===== config.mk =====
export PLATFORM = sky130hd
export DESIGN_NAME = serial_addsub
export DESIGN_NICKNAME = d
export VERILOG_FILES = /design/src/rtl/serial_addsub_pkg.sv /design/src/rtl/addsub_bit_cell.sv /design/src/rtl/serial_addsub.sv
export SDC_FILE = /design/constraint.sdc
export NUM_CORES = 1
export LEC_CHECK = 0
export ABC_CLOCK_PERIOD_IN_PS = 1650
export CORE_ASPECT_RATIO = 0.9
export CORE_MARGIN = 2
export CORE_UTILIZATION = 48
export CTS_CLUSTER_SIZE = 16
export DETAILED_ROUTE_END_ITERATION = 16
export MAX_ROUTING_LAYER = met4
export PLACE_DENSITY = 0.74
export SYNTH_ARGS = -nofsm -noshare
export SYNTH_HDL_FRONTEND = slang
export SYNTH_HIERARCHICAL = 1
export SYNTH_SLANG_ARGS = --single-unit

===== constraint.sdc =====
create_clock -name clk -period 1.65 [get_ports clk]
set_clock_uncertainty 0.2 [all_clocks]
set_input_delay 0.33 -clock clk [delete_from_list [all_inputs] [get_ports clk]]
set_output_delay 0.33 -clock clk [all_outputs]
set_load 0.01 [all_outputs]

===== src/rtl/serial_addsub_pkg.sv =====
// Shared types and sizing for the bit-serial adder/subtractor.
package serial_addsub_pkg;

    localparam int unsigned DEF_WIDTH = 5;
    localparam int unsigned CNT_W     = $clog2(DEF_WIDTH);

    typedef enum logic {
        IDLE = 1'b0,
        RUN  = 1'b1
    } state_e;

endpackage


===== src/rtl/addsub_bit_cell.sv =====
// One-bit full adder used as the single arithmetic cell of the serial unit.
module addsub_bit_cell (
    input  logic a_i,
    input  logic b_i,
    input  logic cin_i,
    output logic s_o,
    output logic cout_o
);

    assign {cout_o, s_o} = {1'b0, a_i} + {1'b0, b_i} + {1'b0, cin_i};

endmodule


===== src/rtl/serial_addsub.sv =====
// Bit-serial two's-complement adder/subtractor: one bit per clock, LSB first,
// with registered S/C/V that only change on completion.
module serial_addsub
    import serial_addsub_pkg::*;
#(
    parameter int unsigned WIDTH = DEF_WIDTH
) (
    input  logic             clk,
    input  logic             rst,
    input  logic             start,
    input  logic [WIDTH-1:0] A,
    input  logic [WIDTH-1:0] B,
    input  logic             Op,
    output logic [WIDTH-1:0] S,
    output logic             C,
    output logic             V,
    output logic             busy,
    output logic             done
);

    localparam int unsigned KW = (WIDTH < 2) ? 1 : $clog2(WIDTH);
    localparam logic [KW-1:0] K_LAST = KW'(WIDTH - 1);

    state_e           state_q, state_d;
    logic [KW-1:0]    k_q, k_d;
    logic [WIDTH-1:0] a_sr_q, a_sr_d;
    logic [WIDTH-1:0] b_sr_q, b_sr_d;
    logic [WIDTH-1:0] r_sr_q, r_sr_d;
    logic             op_q, op_d;
    logic             cy_q, cy_d;
    logic [WIDTH-1:0] s_q, s_d;
    logic             c_q, c_d;
    logic             v_q, v_d;
    logic             busy_q, busy_d;
    logic             done_q, done_d;

    logic             sum_bit;
    logic             cout;

    addsub_bit_cell u_cell (
        .a_i    (a_sr_q[0]),
        .b_i    (b_sr_q[0]),
        .cin_i  (cy_q),
        .s_o    (sum_bit),
        .cout_o (cout)
    );

    // State and datapath registers
    always_ff @(posedge clk) begin
        if (rst) begin
            state_q <= IDLE;
            k_q     <= '0;
            a_sr_q  <= '0;
            b_sr_q  <= '0;
            r_sr_q  <= '0;
            op_q    <= 1'b0;
            cy_q    <= 1'b0;
            s_q     <= '0;
            c_q     <= 1'b0;
            v_q     <= 1'b0;
            busy_q  <= 1'b0;
            done_q  <= 1'b0;
        end else begin
            state_q <= state_d;
            k_q     <= k_d;
            a_sr_q  <= a_sr_d;
            b_sr_q  <= b_sr_d;
            r_sr_q  <= r_sr_d;
            op_q    <= op_d;
            cy_q    <= cy_d;
            s_q     <= s_d;
            c_q     <= c_d;
            v_q     <= v_d;
            busy_q  <= busy_d;
            done_q  <= done_d;
        end
    end

    // Next-state and datapath control
    always_comb begin
        state_d = state_q;
        k_d     = k_q;
        a_sr_d  = a_sr_q;
        b_sr_d  = b_sr_q;
        r_sr_d  = r_sr_q;
        op_d    = op_q;
        cy_d    = cy_q;
        s_d     = s_q;
        c_d     = c_q;
        v_d     = v_q;
        busy_d  = busy_q;
        done_d  = 1'b0;

        case (state_q)
            IDLE: begin
                if (start) begin
                    // Subtraction is A + ~B + 1: invert B here, seed carry with Op.
                    a_sr_d  = A;
                    b_sr_d  = B ^ {WIDTH{Op}};
                    op_d    = Op;
                    cy_d    = Op;
                    k_d     = '0;
                    busy_d  = 1'b1;
                    state_d = RUN;
                end
            end
            RUN: begin
                r_sr_d = {sum_bit, r_sr_q[WIDTH-1:1]};
                a_sr_d = a_sr_q >> 1;
                b_sr_d = b_sr_q >> 1;
                cy_d   = cout;
                k_d    = k_q + KW'(1);
                if (k_q == K_LAST) begin
                    // cy_q is the carry into the MSB; differing from cout flags signed overflow.
                    s_d     = {sum_bit, r_sr_q[WIDTH-1:1]};
                    c_d     = cout ^ op_q;
                    v_d     = cout ^ cy_q;
                    done_d  = 1'b1;
                    busy_d  = 1'b0;
                    k_d     = '0;
                    state_d = IDLE;
                end
            end
            default: begin
                state_d = IDLE;
            end
        endcase
    end

    assign S    = s_q;
    assign C    = c_q;
    assign V    = v_q;
    assign busy = busy_q;
    assign done = done_q;

endmodule

==> impl_metrics.json <==
{
  "fmax_ghz": 0.650,
  "grt_pass1_vias": 950,
  "start_kind": "input port",
  "ff2ff_path_depth": 6,
  "timing.rr.start": "k_q[0]",
  "ctsHoldBuffers": 0,
  "highest_layer": "met4",
  "htreeDepth": 2,
  "layout_commonest_cell": "dfxtp_1",
  "syn2layout_area_growth_pct": 26.5,
  "ant_nets": 0,
  "wl_met2_um": 1150,
  "grt_start_max_net_pins": 30,
  "gp_congestion": 0.705,
  "rsz0062_at_grt": "false",
  "dr_wl_met3_um": 100,
  "maxSlewHeadroom_pct": 76.2,
  "place_inst": 189,
  "drt-wirelength-per-cell_um": 11.8,
  "routed_wl_um": 2320,
  "cts-root-buf": "clkbuf_4",
  "syn-mean-instance-area_um2": 9.02,
  "clock_latency_ps": 330,
  "ys_ff_latch": 29,
  "clk_path_buf_depth": 2,
  "clk_pin_slew_ps": 90,
  "cts_sinks": 29,
  "cts_buffers": 5,
  "endpoint": "b_sr_q[3]",
  "path_class": "input port to flip-flop",
  "ys_types": 26,
  "cp_max_fo": 7,
  "grt_pass1_wl_um": 4140,
  "hpwl_um": 1670,
  "die_width_um": 58.2,
  "initial_utilization_pct": 51.1,
  "drtPass1Iterations": 4,
  "reg2reg_to": "S[4]",
  "fin_cells": 197,
  "syn_inst": 141,
  "setup_viol": 0,
  "min_period_ps": 1540,
  "cts_tree": "done",
  "drive_above_1_share_pct": 10.7,
  "max_slew.worst_pin.slew_ps": 356,
  "dieArea_um2": 3080,
  "crit_required_ps": 1700,
  "synth_area_leaders": "dfxtp_1 (46%), mux2i_1 (8.7%), nand2_1 (5.9%)",
  "io_buffers": 22,
  "pre_cts_slack_ps": -226,
  "layout.nets": 185,
  "finalHoldViolCount": 0,
  "gr-total-overflow": 0,
  "synth_top_area_share_pct": 45.7,
  "power.leakage_nw": 0.671,
  "critPathLaunch": "Op",
  "critPathArrivalTime_ps": 1590,
  "status": "complete, no violations",
  "fin_tns_setup_ps": 0,
  "max-vdd-ir-drop_uv": 851,
  "final_cell_mix": "dfxtp_1 (29), nand2_1 (20), nor2_1 (18), a21oi_1 (14), clkdlybuf4s50_1 (13)",
  "first_iter_violations": 26,
  "drt_drc_violations_left": 0,
  "wl_met1_um": 1020,
  "ioPinCount": 23,
  "via_count": 1022,
  "synth_fp_nets": 158,
  "p_per_area_nw_per_um2": 965,
  "core_um2": 2490,
  "final_max_slew_viol_count": 0,
  "period_share_pct": 93.3,
  "vias_per_cell": 5.19,
  "r2r_setup_slack_ps": 140,
  "drv_cap": 0,
  "n_antenna_cell": 0,
  "yosys.area.top_type": "dfxtp_1",
  "hold_path.class": "flip-flop to flip-flop",
  "antenna_found_initial": 0,
  "yosysSeqAreaShare_pct": 45.7,
  "end_kind": "flip-flop",
  "die_y_um": 52.8,
  "synth_warnings": 6,
  "num_rows": 17,
  "syn-cell-area_um2": 1270,
  "grt_use_total_pct": 19.2,
  "fin_ws_ps": 110
}
[report_power, final]
part           internal, mW  total [mW]  switching (mW)
Combinational         0.109       0.196          0.0876
Clock                 0.362       0.605           0.244
Sequential            0.730       0.749          0.0195
[stage by stage]
| stage | hold WS [ps] | power [mW] | cell area (um2) | util, % |
|---|---|---|---|---|
| 6_report | 256 | 1.55 | 1610 | 64.6 |
| 5_1_grt | 284 | 1.63 | 1610 | 64.6 |
| 4_1_cts | 257 | 1.57 | 1610 | 64.6 |
| 3_5_place_dp | 246 | 0.964 | 1530 | 61.6 |
| 3_3_place_gp | 244 | 0.956 | 1530 | 61.6 |
| 2_1_floorplan | 231 | 0.894 | 1270 | - |
[logic make-up (layout without fill, tap and decap cells)]
family,count (synthesis),in the layout,synth area share (%)
adder cells (fa/ha/maj),3,3,3.54
multiplexers,12,12,9.55
XOR/XNOR,7,7,4.82
AND/OR/NAND/NOR,49,49,16.3
buffers and inverters,13,41,6.30
AO/OA/AOI/OAI,28,28,13.8
flip-flops,29,29,45.7
[synth_stat cells]
master     number
clkbuf_1        1
nand2_1        20
buf_4           3
a2111oi_2       1
a21oi_1        14
xnor2_1         7
inv_1           2
o21ai_0         5
buf_1           1
nor3b_1         1
o21bai_1        1
a211oi_1        2
buf_2           4
ha_1            2
nor2_1         18
and3_1          1
nand3_1         1
buf_6           2
a211o_1         4
nor3_1          3
mux2i_1        11
nor2b_1         5
mux2_2          1
fa_1            1
dfxtp_1        29
a22oi_1         1
[routing by layer]
layer  vias to the layer above  global-route usage [%]
met5                         -                       -
met4                         0                    9.30
met3                         8                    6.67
met2                        14                    31.6
met1                       474                    20.7
li1                        526                       -
[registers in the layout, indices dropped and copies added, names as in the netlist]
| signal | flops |
|---|---|
| C | 1 |
| S | 5 |
| V | 1 |
| a_sr_q | 5 |
| b_sr_q | 5 |
| busy | 1 |
| cy_q | 1 |
| done | 1 |
| k_q | 3 |
| op_q | 1 |
| r_sr_q | 4 |
| state_q | 1 |
[layout make-up]
type | count | area, um2
Clock buffer | 7 | 55.1
Clock inverter | 1 | 30.0
Fill cell | 217 | 881
Inverter | 2 | 7.51
Multi-Input combinational cell | 99 | 611
Sequential cell | 29 | 581
Tap cell | 28 | 35.0
Timing Repair Buffer | 31 | 289
[how the worst min path moves through the flow]
| stage | start | endpoint | slack [ps] | depth (start not counted) |
|---|---|---|---|---|
| after floorplan | r_sr_q[1] | S[0] | 230 | 2 |
| after global placement | S[2] | S[2] | 240 | 2 |
| after detailed placement | S[3] | S[3] | 250 | 2 |
| after CTS | S[3] | S[3] | 260 | 2 |
| after global routing | S[3] | S[3] | 280 | 2 |
| final | S[2] | S[2] | 260 | 2 |
[critical path: stages]
cell	delay, ps
clkdlybuf4s50_1	680
xnor2_1	140
a211o_1	300
a21oi_1	140
[timing repair]
item	4_1_cts	5_1_grt
resized for setup	9	0
hold endpoints to repair	0	0
setup buffers	0	0
endpoints found under the setup margin	9	0
Power figures use the tool's default switching activity.
==> RTL change 1 (config.mk and constraints unchanged) <==
Change the package constant `DEF_WIDTH` from 5 to 10.
--- a/src/rtl/serial_addsub_pkg.sv
+++ b/src/rtl/serial_addsub_pkg.sv
@@ -1,7 +1,7 @@
 // Shared types and sizing for the bit-serial adder/subtractor.
 package serial_addsub_pkg;
 
-    localparam int unsigned DEF_WIDTH = 5;
+    localparam int unsigned DEF_WIDTH = 10;
     localparam int unsigned CNT_W     = $clog2(DEF_WIDTH);
 
     typedef enum logic {
Ports: changed (resized A, B and S); port bits go from 23 to 38. The function was not compared with the original's and may differ.
==> RTL change 1 against the original RTL <==
  * Cell area grew 74%
  * Routed wire length rose by 76%
  * Total power is 61% higher
  * Synthesized area up 70%
  * Clock power increased by 42%
  * Via count increased by 60%
  * Worst setup slack got worse by 0.0088 ns
  * Core utilization decreased by 1.1 points
  * Non-clock buffer count is 23 higher
  * Sequential cell count grew 21
  * Sequential power rose by 71%
  * Critical endpoint is now b_sr_q[8]
  * Largest power group unchanged
==> RTL change 1: results (changes against the original RTL) <==
- EDFF count, synth: 0 (unchanged)
- Aggregate global-route resource usage: 17.8% (-1.4 points)
- Port bufs: 37 (+68%)
- RD Place Congestion: 0.750 (+6.4%)
- Global-route track usage on met3: 5.07% (-1.6 points)
- Global-route wire length before repair: 6.76 mm (+63%)
- Routing usage on met2: 27.0% (-4.6 points)
- Synth cell count leaders: dfxtp_1 (50), nor2_1 (34), mux2i_1 (21)
- P_leak: 1.16 nW (+72%)
- Max Buffers Root-to-Sink: 2 (unchanged)
- CTS Root Cell: clkbuf_8
- Clock Latency Late Sink: 0.30 ns (-0.03 ns)
- Wire length on met2: 1.83 mm (+59%)
- Setup bufs post-CTS: 0 (unchanged)
- Initial antenna violation count: 0 (unchanged)
- Maximum VDD drop: 0.451 mV (-47%)
- Met1 WL: 2.05 mm (+100%)
- Largest net degree at the start of global routing: 39 (+30%)
- CP peak stage delay: 0.50 ns (-0.18 ns)
- Fin Hold WS: 0.268 ns (+0.0125 ns)
- Cells after synthesis: 211 (+50%)
- H-Tree Depth: 2 (unchanged)
- Slew @ Worst Pin: 0.301 ns (-0.0548 ns)
- Placed Cells: 310 (+64%)
- Hold WC Path Type: flip-flop to flip-flop
- Warnings from Yosys: 6 (unchanged)
- Power Density: 893 mW/mm^2 (-7.4%)
- Wire length per cell: 12.9 microns (+9.2%)
- Critical Path Fanout Max: 20 (+13)
- HPWL after DPL: 2.82 mm (+69%)
- Fillers: 386 (+78%)
- R2R setup slack: 0.11 ns (-0.03 ns)
- Busiest grt layer: met2
- Met3 wire length: 170 microns (+70%)
- Vias in the first global route: 1502 (+58%)
- Share of cells above drive strength 1: 18.0% (+7.3 points)
- Post-route minimum period: 1.55 ns (+0.00877 ns)
- Post-synth net total: 238 (+51%)
- Pint: 1.94 mW (+62%)
- CTS buffer count: 5 (unchanged)
- Area post-placement: 0.00268 sq mm (+75%)
- Top cells by area, synth: dfxtp_1 (46%), mux2i_1 (9.7%), nor2_1 (5.9%)
- Run status: completed
- GR Util met1: 23.2% (+2.5 points)
- WP data arrival: 1.59 ns (about the same)
- Final wirelength: 4.09 mm (+76%)
- Iter 0 DRT Violations: 80 (+210%)
- Top Layer Used: met4
- Pre-CTS setup slack: -0.212 ns (+0.0140 ns)
- Yosys cell types: 33 (+27%)
- Nets: 283 (+53%)
- Sequential area share after synthesis: 46.3% (+0.60 points)
- DR vias: 1631 (+60%)
-- RTL change 1: cell count changes after synthesis, sizes merged, moves of 2 or more --
cell    unedited run  this run
dfxtp             29        50
nor2              18        35
a22o               0        10
mux2i             11        21
mux2               1        10
nand2             20        11
buf               10        16
a211o              4         9
xnor2              7        12
o21ai              5         1
a21oi             14        11
nand3b             0         2
nor2b              5         3
-- RTL change 1: power by group through the flow --
| stage | registers, mW | logic, mW | clock network [mW] |
|---|---|---|---|
| finish | 1.28 | 0.353 | 0.861 |
| floorplan | 1.30 | 0.223 | 0 |
| global route | 1.29 | 0.389 | 0.926 |
| detailed placement | 1.31 | 0.353 | 0 |
| CTS | 1.28 | 0.355 | 0.883 |
| global placement | 1.31 | 0.348 | 0 |
-- RTL change 1: final cells by class --
class,instances,area share [%]
Clock buffer,6,2.95
Timing Repair Buffer,54,19.0
Clock inverter,1,1.07
Inverter,3,0.403
Sequential cell,50,35.9
Tap cell,62,2.78
Multi-Input combinational cell,142,38.0
-- RTL change 1: final timing paths --
| check | startpoint | endpoint | cells after the start |
|---|---|---|---|
| worst max register to register | k_q[1] | S[6] | 5 |
| worst max-delay path | start | b_sr_q[8] | 6 |
| worst min-delay path | b_sr_q[7] | b_sr_q[6] | 2 |
| worst min register to register | b_sr_q[7] | b_sr_q[6] | 2 |
-- RTL change 1: cells by family after synthesis --
group | Yosys count | share of synthesized area, %
mux | 31 | 14.9
compound gates | 38 | 14.3
fa+ha+maj | 3 | 2.08
flops | 50 | 46.3
buf+inv | 20 | 5.61
xor+xnor | 12 | 4.86
simple gates | 57 | 12.0
-- RTL change 1: timing repair --
action                                  in CTS  in global routing
gates cloned                                 0                  1
hold buffers                                 0                  0
endpoints found under the setup margin      24                 10
gates resized for setup                     15                  2
==> RTL change 2 (same settings) <==
Made on the original files. Remove the register `done_q`: a continuous assignment takes its place, so the output `done` follows one clock earlier.
--- a/src/rtl/serial_addsub.sv
+++ b/src/rtl/serial_addsub.sv
@@ -59,7 +59,6 @@
             c_q     <= 1'b0;
             v_q     <= 1'b0;
             busy_q  <= 1'b0;
-            done_q  <= 1'b0;
         end else begin
             state_q <= state_d;
             k_q     <= k_d;
@@ -72,9 +71,10 @@
             c_q     <= c_d;
             v_q     <= v_d;
             busy_q  <= busy_d;
-            done_q  <= done_d;
         end
     end
+
+    assign done_q = done_d;
 
     // Next-state and datapath control
     always_comb begin
Function: changed (a bounded check fails within 10 cycles, from zero or initial values and one cycle with rst high).
==> RTL change 2 against the original RTL <==
  * Non-clock buffer count is 6 higher
  * Total power is 11% lower
  * Sequential cell count is 1 lower
  * Routed wire length is 0.86% lower
  * Hold slack better by 0.0069 ns
  * Critical path depth is 1 higher
  * Cell area is 0.54% higher
  * Die area is 2.2% lower
  * Sequential power is 2.9% lower
  * Worst setup slack worse by 0.10 ns
  * Global-route usage is 1.5 points lower
  * Synthesized area is 2.4% lower
==> RTL change 2: results (changes against the original RTL) <==
- Run status: completed
- CTS Root Cell: clkbuf_4
- Max Buffers Root-to-Sink: 2 (unchanged)
- Routing usage on met2: 29.0% (-2.7 points)
- Top cells by area, synth: dfxtp_1 (45%), mux2i_1 (8.9%), nand2_1 (6.0%)
- Area post-placement: 0.00154 sq mm (about the same)
- Iter 0 DRT Violations: 28 (+7.7%)
- Reg clk slew, reported paths: 0.14 ns (+0.05 ns)
- GR Util met1: 21.0% (+0.29 points)
- Area taken by multi-input logic gates: 631 sq um (+3.3%)
- Critical Path Fanout Max: 2 (-5)
- Vias in the first global route: 913 (-3.9%)
- Share of cells above drive strength 1: 17.8% (+7.1 points)
- Warnings from Yosys: 6 (unchanged)
- Hold WC Path Type: flip-flop to flip-flop
- CP peak stage delay: 0.36 ns (-0.32 ns)
- Fillers: 220 (+1.4%)
- P_leak: 0.671 nW (about the same)
- Wire length per cell: 11.7 microns (-0.86%)
- Met3 wire length: 71 microns (-29%)
- Synth cell count leaders: dfxtp_1 (28), nand2_1 (20), nor2_1 (17)
- Clock Latency Late Sink: 0.34 ns
- Wire length on met2: 1.09 mm (-4.9%)
- Global-route wire length before repair: 3.94 mm (-4.9%)
- Port bufs: 22 (unchanged)
- Synthesized area per cell: 8.99 sq um (-0.24%)
- Sequential area share after synthesis: 45.2% (-0.51 points)
- N_diodes: 0 (unchanged)
- Rel. slew slack: 74.8% (-1.4 points)
- Met1 WL: 1.11 mm (+8.3%)
- Largest net degree at the start of global routing: 33 (+10%)
- Global-route track usage on met3: 5.19% (-1.5 points)
- Final wirelength: 2.30 mm (-0.86%)
- Aggregate global-route resource usage: 17.7% (-1.5 points)
- First drt pass iteration count: 2 (-2)
- Initial antenna violation count: 0 (unchanged)
- H-Tree Depth: 1 (-1)
- CTS buffer count: 3 (-2)
- WP data arrival: 1.11 ns (-0.48 ns)
- CP max-delay cell: dfxtp_2
- DR vias: 993 (-2.8%)
- Post-synth net total: 155 (-1.9%)
- Yosys cell types: 26 (unchanged)
- Post-synth ARST share: 0% (unchanged)
- Pre-CTS setup slack: -0.245 ns (-0.0191 ns)
- RD Place Congestion: 0.732 (+3.8%)
- Dominant synthesized flop cell: dfxtp_1
- Top Layer Used: met4
- Maximum VDD drop: 0.950 mV (+12%)
- Nets: 187 (+1.1%)
- HPWL after DPL: 1.66 mm (-0.69%)
RTL change 2: cell types whose count changed in the layout (fill, tap and decap cells not counted), moves of 2 or more:
| cell | change |
|---|---|
| inv_1 | -2 |
| buf_4 | +7 |
| inv_2 | +3 |
| dfxtp_2 | +2 |
| clkbuf_4 | -2 |
| dfxtp_1 | -3 |
RTL change 2: repair_timing:
| action | 4_1_cts | 5_1_grt |
|---|---|---|
| setup buffers | 0 | 2 |
| pin swaps | 0 | 2 |
| gates resized for setup | 15 | 5 |
| hold endpoints to repair | 0 | 0 |
| setup endpoints to repair | 9 | 1 |
RTL change 2: cells by family (layout without fill, tap and decap cells):
family | after synthesis | after routing | share of synthesized area (%)
XOR/XNOR | 7 | 7 | 4.94
AND/OR/NAND/NOR | 47 | 47 | 16.3
adder cells (fa/ha/maj) | 3 | 3 | 3.63
buffers and inverters | 13 | 44 | 5.64
multiplexers | 12 | 12 | 9.78
flip-flops | 28 | 28 | 45.2
AO/OA/AOI/OAI | 28 | 28 | 14.5
RTL change 2: path summary, 6_finish.rpt:
path	to	from	slack (ns)	depth (start not counted)
worst max-delay path	done	k_q[1]	0.005	5
worst min-delay path	S[0]	S[0]	0.26	2
worst max register to register	V	a_sr_q[0]	0.18	3
worst min register to register	S[0]	S[0]	0.26	2
RTL change 2: area by class of cell:
type                       instances  area share, %
clock buffer                       3           1.39
clock inverter                     1           1.86
inverter                           3          0.697
multi-input combinational         97           39.0
sequential                        28           34.8
tap                               28           2.17
timing repair buffer              37           20.0
RTL change 2: critical path: cells and delay by family (launching register included):
family        cells  cell delay (ns)
flops             1             0.36
buf+inv           3             0.22
fa+ha+maj         1             0.14
simple gates      1             0.06
RTL change 2: where the power goes:
group,switching (mW),internal [mW]
Combinational,0.0907,0.113
Clock,0.202,0.246
Sequential,0.0200,0.707
Total,0.313,1.07
